File: src/rtl/barrier_field_if.sv
// ----------------------------------------------------------------------------
// barrier_field_if
//   Signal bundle between the game control side (tick divider, cart
//   controller, playfield wipe) and the scrolling barrier playfield.
//
//   Signals
//     clear     single-cycle playfield wipe pulse
//     tick      one-cycle rate enable from the clock divider
//     run       game active; low freezes scrolling
//     cart_col  one-hot cart position in the bottom row (all-zero = no cart)
//     field     barrier map, bit r*COLS+c = row r, column c
//     crash     sticky collision flag
//     score     barrier rows dodged, saturating at 255
//
//   Modports
//     master    game control / bench side: drives the controls, reads the map
//     slave     playfield side: reads the controls, drives the map
// ----------------------------------------------------------------------------
interface barrier_field_if #(
    parameter int ROWS = 8,
    parameter int COLS = 8
);
    logic                 clear;
    logic                 tick;
    logic                 run;
    logic [COLS-1:0]      cart_col;
    logic [ROWS*COLS-1:0] field;
    logic                 crash;
    logic [7:0]           score;

    modport master (
        output clear,
        output tick,
        output run,
        output cart_col,
        input  field,
        input  crash,
        input  score
    );

    modport slave (
        input  clear,
        input  tick,
        input  run,
        input  cart_col,
        output field,
        output crash,
        output score
    );
endinterface

File: src/rtl/barrier_field.sv
// ----------------------------------------------------------------------------
// barrier_field
//   Scrolling obstacle playfield for the cart game. A ROWS x COLS barrier map
//   scrolls one row toward the cart row every SPEED_DIV qualifying ticks.
//   New barriers are spawned in row 0 from a free-running 16-bit LFSR, with
//   barrier rows alternating with empty rows. The cart row (ROWS-1) is
//   compared against the cart position every cycle; any overlap latches a
//   sticky crash that freezes the playfield until reset. A one-cycle clear
//   pulse wipes the map and restarts the scroll phase.
//
//   Ports
//     clk        clock
//     reset      synchronous, active-high reset
//     pf         barrier_field_if.slave
//                  in : clear, tick, run, cart_col
//                  out: field, crash, score (all registered)
//
//   Parameters
//     ROWS       playfield rows; row 0 = spawn row, row ROWS-1 = cart row
//     COLS       playfield columns; power of two in 2..16
//     SPEED_DIV  tick pulses per scroll step (>= 1)
//     SEED       LFSR reset value; must be nonzero
// ----------------------------------------------------------------------------
module barrier_field #(
    parameter int          ROWS      = 8,
    parameter int          COLS      = 8,
    parameter int          SPEED_DIV = 4,
    parameter logic [15:0] SEED      = 16'hACE1
) (
    input  logic           clk,
    input  logic           reset,
    barrier_field_if.slave pf
);

    localparam int FIELD_W = ROWS * COLS;
    localparam int COL_W   = $clog2(COLS);
    // A divider of 1 still needs a one-bit counter to keep the compare legal.
    localparam int CNT_W   = (SPEED_DIV > 1) ? $clog2(SPEED_DIV) : 1;
    localparam logic [CNT_W-1:0] CNT_LAST = CNT_W'(SPEED_DIV - 1);

    // ------------------------------------------------------------------------
    // Helper functions
    // ------------------------------------------------------------------------

    // 16-bit Fibonacci LFSR, taps 16,14,13,11 (bit indices 15,13,12,10).
    function automatic logic [15:0] lfsr_next(input logic [15:0] s);
        return {s[14:0], s[15] ^ s[13] ^ s[12] ^ s[10]};
    endfunction

    // Score counter saturates at 255 rather than wrapping.
    function automatic logic [7:0] sat_inc(input logic [7:0] v);
        return (v == 8'hFF) ? v : v + 8'd1;
    endfunction

    // One-hot spawn row with the barrier in column col.
    function automatic logic [COLS-1:0] spawn_row(input logic [COL_W-1:0] col);
        logic [COLS-1:0] r;
        r      = '0;
        r[col] = 1'b1;
        return r;
    endfunction

    // ------------------------------------------------------------------------
    // State
    // ------------------------------------------------------------------------
    logic [FIELD_W-1:0] field_q,    field_d;
    logic               crash_q,    crash_d;
    logic [7:0]         score_q,    score_d;
    logic [CNT_W-1:0]   tick_cnt_q, tick_cnt_d;
    logic               spawn_ph_q, spawn_ph_d;
    logic [15:0]        lfsr_q,     lfsr_d;

    // ------------------------------------------------------------------------
    // Combinational decode
    // ------------------------------------------------------------------------
    logic [COLS-1:0]    last_row;
    logic [COLS-1:0]    new_row0;
    logic [FIELD_W-1:0] scrolled;
    logic               hit;
    logic               advance;
    logic               step;

    // Collision looks at the registered cart row only, so a barrier that is
    // just arriving this edge is caught one cycle later. cart_col is used
    // as-is; several set bits simply widen the collision footprint.
    assign last_row = field_q[(ROWS-1)*COLS +: COLS];
    assign hit      = |(last_row & pf.cart_col);

    // Ticks only count while the game runs and no crash is latched.
    assign advance  = pf.tick & pf.run & ~crash_q;
    assign step     = advance & (tick_cnt_q == CNT_LAST);

    // Rows move toward higher indices; the old cart row falls off the top
    // of the vector and the spawn row enters at the bottom bits.
    assign new_row0 = spawn_ph_q ? '0 : spawn_row(lfsr_q[COL_W-1:0]);
    assign scrolled = {field_q[(ROWS-1)*COLS-1:0], new_row0};

    always_comb begin
        field_d    = field_q;
        tick_cnt_d = tick_cnt_q;
        spawn_ph_d = spawn_ph_q;
        score_d    = score_q;
        // Crash is evaluated every cycle regardless of tick, run or clear.
        crash_d    = crash_q | hit;
        // The LFSR free-runs so spawn columns do not repeat game to game.
        lfsr_d     = lfsr_next(lfsr_q);

        if (pf.clear) begin
            // Wipe wins over a coincident step: no scroll, no score.
            field_d    = '0;
            tick_cnt_d = '0;
            spawn_ph_d = 1'b0;
        end else if (step) begin
            field_d    = scrolled;
            tick_cnt_d = '0;
            spawn_ph_d = ~spawn_ph_q;
            // A barrier leaving the cart row without a crash was dodged.
            if (last_row != '0) begin
                score_d = sat_inc(score_q);
            end
        end else if (advance) begin
            tick_cnt_d = tick_cnt_q + CNT_W'(1);
        end
    end

    // ------------------------------------------------------------------------
    // State registers
    // ------------------------------------------------------------------------
    always_ff @(posedge clk) begin
        if (reset) begin
            field_q    <= '0;
            crash_q    <= 1'b0;
            score_q    <= '0;
            tick_cnt_q <= '0;
            spawn_ph_q <= 1'b0;
            lfsr_q     <= SEED;
        end else begin
            field_q    <= field_d;
            crash_q    <= crash_d;
            score_q    <= score_d;
            tick_cnt_q <= tick_cnt_d;
            spawn_ph_q <= spawn_ph_d;
            lfsr_q     <= lfsr_d;
        end
    end

    assign pf.field = field_q;
    assign pf.crash = crash_q;
    assign pf.score = score_q;

endmodule

File: src/flat_wrapper.sv
// flat-port wrapper written by rule: the top's interface ports become plain ports
module barrier_field_flat 
#(
    parameter int          ROWS      = 8,
    parameter int          COLS      = 8,
    parameter int          SPEED_DIV = 4,
    parameter logic [15:0] SEED      = 16'hACE1
)
  (clk, reset, pf_clear, pf_tick, pf_run, pf_cart_col, pf_field, pf_crash, pf_score);
  barrier_field_if #(.ROWS(ROWS), .COLS(COLS)) pf_i ();
  input  logic clk;
  input  logic reset;
  input wire logic [$bits(pf_i.clear)-1:0] pf_clear;
  input wire logic [$bits(pf_i.tick)-1:0] pf_tick;
  input wire logic [$bits(pf_i.run)-1:0] pf_run;
  input wire logic [$bits(pf_i.cart_col)-1:0] pf_cart_col;
  output wire logic [$bits(pf_i.field)-1:0] pf_field;
  output wire logic [$bits(pf_i.crash)-1:0] pf_crash;
  output wire logic [$bits(pf_i.score)-1:0] pf_score;
  assign pf_i.clear = pf_clear;
  assign pf_i.tick = pf_tick;
  assign pf_i.run = pf_run;
  assign pf_i.cart_col = pf_cart_col;
  assign pf_field = pf_i.field;
  assign pf_crash = pf_i.crash;
  assign pf_score = pf_i.score;
  barrier_field #(.ROWS(ROWS), .COLS(COLS), .SPEED_DIV(SPEED_DIV), .SEED(SEED)) u_core (.clk(clk), .reset(reset), .pf(pf_i));
endmodule
File: config.mk
export PLATFORM = sky130hd
export DESIGN_NAME = barrier_field_flat
export DESIGN_NICKNAME = d
export VERILOG_FILES = /design/src/rtl/barrier_field_if.sv /design/src/rtl/barrier_field.sv /design/src/flat_wrapper.sv
export SDC_FILE = /design/constraint.sdc
export NUM_CORES = 1
export LEC_CHECK = 0
export CAP_MARGIN = 20
export CORE_UTILIZATION = 50
export CTS_BUF_LIST = sky130_fd_sc_hd__clkbuf_2 sky130_fd_sc_hd__clkbuf_4 sky130_fd_sc_hd__clkbuf_8
export CTS_CLUSTER_SIZE = 12
export DETAILED_ROUTE_END_ITERATION = 16
export PLACE_DENSITY = 0.82
export SYNTH_ARGS = -nofsm -noshare
export SYNTH_HDL_FRONTEND = slang
export SYNTH_SLANG_ARGS = --single-unit
File: constraint.sdc
create_clock -name clk -period 2.1 [get_ports clk]
set_input_delay 0.63 -clock clk [delete_from_list [all_inputs] [get_ports clk]]
set_output_delay 0.63 -clock clk [all_outputs]
set_load 0.005 [all_outputs]
## Word-level counts from Yosys, hierarchy flattened

Index checks and enable logic that the tools add are counted.

- Output and inout bits: 73
- Input port bits: 13
- Register bits after elaboration: 92
- Word-level logic and storage cells: 33

- Reduce and logical (&&, ||, !) cells: 6
- Bitwise gates (word level): 12
- Mux-type cells: 3
- Equality and inequality tests: 2
- Add/subtract/negate cells: 2
- Magnitude comparators: 2

Operators by type and width:

| kind | count |
|---|---|
| 8-bit by 1-bit adder with 8-bit output (second input constant) | 1 |
| 8-bit AND | 1 |
| 8-bit equality test (second input constant) | 1 |
| 8-bit 2-to-1 mux | 1 |
| 8-bit nonzero test | 1 |
| 8-bit OR reduction | 1 |
| 3-bit by 4-bit less-than comparator with 1-bit output (second input constant) | 1 |
| 1-bit NOT | 4 |
| 4-bit AND reduction | 1 |
| 1-bit AND | 3 |
| 1-bit demux with 3-bit select | 1 |
| 3-bit by 1-bit greater-or-equal comparator with 1-bit output (second input constant) | 1 |
| 3-bit OR reduction | 1 |
| 1-bit bitwise XOR | 3 |
| 2-bit by 1-bit adder with 2-bit output (second input constant) | 1 |
| 2-bit equality test (second input constant) | 1 |
| 2-bit OR reduction | 1 |
| 1-bit logical AND | 1 |
| 1-bit 2-to-1 mux | 1 |
| 1-bit bitwise OR | 1 |

## Depth between registers and ports, before layout

- Depth after elaboration: 5
- Depth in mapped cells: 7

## Worst setup path before layout

No wires, ideal clock.

- Kind: input -> register
- From: in pf_run
- To: reg u_core.score_q[0] (netlist: u_core.pf.score[0])
- Stages on the path: 5
- Buffers on the path: 1
- Arrival: 1.654 ns
- Slack: 0.376 ns
- Path through: nand4b_1 > a211o_1 > buf_2 > or3_1 > a21oi_1

- Longest elaborated chain between the ends: 4

RTL lines:

| item | line | text |
|---|---|---|
| start, declared | flat_wrapper.sv:15 | `input wire logic [$bits(pf_i.run)-1:0] pf_run;` |
| 1-bit AND (2 in series) | barrier_field.sv:90 | `assign advance = pf.tick & pf.run & ~crash_q;` |
| 1-bit AND | barrier_field.sv:91 | `assign step = advance & (tick_cnt_q == CNT_LAST);` |
| 4-bit AND reduction (no source line) | n/a |  |
| end signal, assigned | barrier_field.sv:140 | `score_q <= score_d;` |
| end, declared | barrier_field.sv:68 | `logic [7:0] score_q, score_d;` |

Every way passes these cells.
A chain may end at the register's enable or synchronous reset.

## Worst setup path in the final report

- From: reg u_core.score_q[0] (netlist: u_core.pf.score[0])
- To: out pf_score[0]

RTL lines:

| item | line | text |
|---|---|---|
| end, declared | flat_wrapper.sv:19 | `output wire logic [$bits(pf_i.score)-1:0] pf_score;` |

No word-level cell between the ends.

==> impl_metrics.ini <==
[global_route]
grt_pass1_vias = 2604
grt_max_degree = 65
overflow = 0
grt_use_total_pct = 22.3
grt_first_pass_wirelength_um = 12300
antenna_found_initial = 0

[logic_synthesis]
ys_seq_area_share_pct = 56.1
synth_top_area_cell = dfxtp_1
synth-simple-area-share_pct = 24.0
ys_ff_latch = 92
yosys-top-cells-area = dfxtp_1 56%, nand2_1 14%, a21oi_1 11%
synthXorXnorAreaFrac_pct = 1.33
yosysUniqueCellTypes = 35
synth_compound_area_share_pct = 14.2
syn_avg_cell_area_um2 = 8.39
synth_area_um2 = 3280
post-synth-top-area-fraction_pct = 56.1
syn_nets = 406
yosysWarnings = 0
synthCells = 391
synth-adder-area-share_pct = 0.762
synth_top_family_by_area = simple AND/OR/NAND/NOR gates
synth.area.mux_share_pct = 0.305

[sta]
setup_viol = 0
finalClockSkew_ns = 0.00885
fmax_mhz = 507
tightest_slew_ns = 0.649
hold_violations = 0
fin_hold_ws_ns = 0.412
slew_violations = 0
period_needed_ns = 1.97
rsz0062_at_grt = no
finalCritPeriodShare_pct = 93.9
relSlewSlack_pct = 56.6

[clocking]
clkSinkCount = 92
ctsHoldBuffers = 0
clk_pin_slew_worst_paths_ns = 0.08
clkLatencyLatePin_ns = 0.35
cts_buffer_depth = 2
htree_num_levels = 3
cts_inserted_buffers = 9
cts_tree = done
root_buffer = clkbuf_8

[min_path]
worstHoldPathType = reg -> reg

[worst_setup_path]
reg2regPathDepth = 5
worstSetupStartpoint = u_core.pf.score[0]
worstReg2RegEnd = u_core.pf.score[5]
crit_type = reg -> out
critical_path.max_fanout = 7
crit_family = buffers and inverters
crit_end = pf_score[0]
worstPathCellList = clkdlybuf4s50_1
critPathBufInv = 1
cp.depth = 1
worstPathRequired_ns = 1.47
reg2reg_slack_ns = 0.16
crit_arrival_ns = 1.34
worst_setup_path_end_kind = output pin
critPathSlowestCell = clkdlybuf4s50_1
rr_startpoint = u_core.tick_cnt_q[0]
critPathLaunchType = register
cpPeakStageDelay_ns = 0.55

[final_layout]
area_growth_pct = 36.6
antennaDiodeCount = 0
fill_cells = 494
fin_util_pct = 70.6
nets = 489
multi_input_area_um2 = 1390
seq_area_um2 = 1840
drive_above_1_share_pct = 7.93

[detailed_routing]
drt_iter0_drc = 140
postRouteWirelength_um = 7770
vias_per_cell = 5.31
detail-route-antenna-nets = 0
wl_per_cell_um = 14.0
first_pass_iters = 4
drc = 0
num_vias = 2951

[placement]
hpwl_um = 5110
io_buffers = 85
gp_congestion = 0.798

[power_and_ir_drop]
p_leak_nw = 1.43
ir_drop_mv = 0.450
power_mw = 2.92
power.density_nw_per_um2 = 652

[job]
drv_cap = 0

[floorplanning]
die_x_um = 83.0
rows = 29
die-area_um2 = 6890
coreArea_um2 = 6350
start_util_pct = 51.7
die_h_um = 83.0
io_pins = 86

[status]
status = finished clean
-- final cells by class --
cell class,count,area share [%]
multi-input combinational,272,30.9
clock buffer,10,2.93
inverter,3,0.251
timing repair buffer,96,21.8
sequential,92,41.1
clock inverter,6,0.921
tap,77,2.15
-- flip-flops by register name, indices dropped and copies added, names as in the netlist --
register / flops
u_core.pf.crash: 1
u_core.pf.score: 8
u_core.pf.field: 64
u_core.lfsr_q: 16
u_core.tick_cnt_q: 2
u_core.spawn_ph_q: 1
-- what timing repair did --
action                     CTS  global route
cloned                       0             1
buffers inserted             0             1
resized for setup            1             9
pin swaps                    1             4
setup endpoints to repair    1             3
-- synth_stat cells --
cell,count
a211o_1,1
a21oi_1,73
a221oi_1,1
a222oi_1,1
a22o_1,1
a31oi_1,1
and3_1,1
and4_1,1
buf_1,8
buf_2,3
clkbuf_1,14
dfxtp_1,92
ha_1,2
inv_1,3
mux2i_1,1
nand2_1,121
nand2b_1,3
nand3_1,9
nand3b_1,1
nand4_1,3
nand4b_1,1
nor2_1,7
nor2b_1,11
nor3_1,1
nor3b_1,1
nor4_1,2
o2111ai_1,1
o21ai_1,2
o31ai_1,4
o41ai_1,1
or2_1,8
or3_1,3
or4_1,4
xnor2_1,1
xor2_1,4
-- worst min-delay path by stage --
stage               cells after the start                 to         startpoint  slack (ns)
CTS                                     1   u_core.lfsr_q[6]   u_core.lfsr_q[5]        0.42
floorplan                               1  u_core.lfsr_q[10]   u_core.lfsr_q[9]        0.38
finish                                  1   u_core.lfsr_q[6]   u_core.lfsr_q[5]        0.41
detailed placement                      1   u_core.lfsr_q[6]   u_core.lfsr_q[5]        0.39
global route                            1   u_core.lfsr_q[6]   u_core.lfsr_q[5]        0.42
global placement                        1  u_core.lfsr_q[15]  u_core.lfsr_q[14]        0.39
-- metrics by stage --
step	setup TNS [ns]	worst slack (ns)	cells	cell area, um^2
final	0	0.127	556	4480
after global routing	0	0.0333	556	4480
after CTS	0	0.00773	554	4430
after detailed placement	-4.43	-0.382	538	4250
after global placement	-2.84	-0.304	538	4250
after floorplan	0	0.376	391	3280
-- per-layer routing --
metal | up-vias | wire [um] | GRT usage (%)
met4 | 0 | 219 | 11.9
met5 | - | 0 | 0
met2 | 87 | 3620 | 35.5
met3 | 16 | 386 | 4.17
met1 | 1380 | 3540 | 28.6
li1 | 1468 | - | -
-- cells by family (layout without fill, tap and decap cells) --
kind of cell	Yosys count	in the layout
flip-flops	92	92
XOR/XNOR	5	5
AO/OA/AOI/OAI	86	87
multiplexers	1	1
adder cells (fa/ha/maj)	2	2
buffers and inverters	28	115
AND/OR/NAND/NOR	177	177
-- where the power goes --
group	leakage, nW	total, mW	internal, mW	switching, mW
registers	0.745	1.78	1.77	0.0134
clock network	0.0817	1.04	0.441	0.599
logic	0.599	0.104	0.0493	0.0549
-- cell usage in the layout, fill, tap and decap left out, drive strengths merged, types with 4 or more instances in the layout --
master and count:
or4 4, clkbuf 10, buf 11, nor2 7
or2 8, a21oi 73, o31ai 4, xor2 4
nor2b 11, clkdlybuf4s50 83, nand2 121, dfxtp 92
nand3 9
Note: power is estimated with default switching activity, not from simulation.
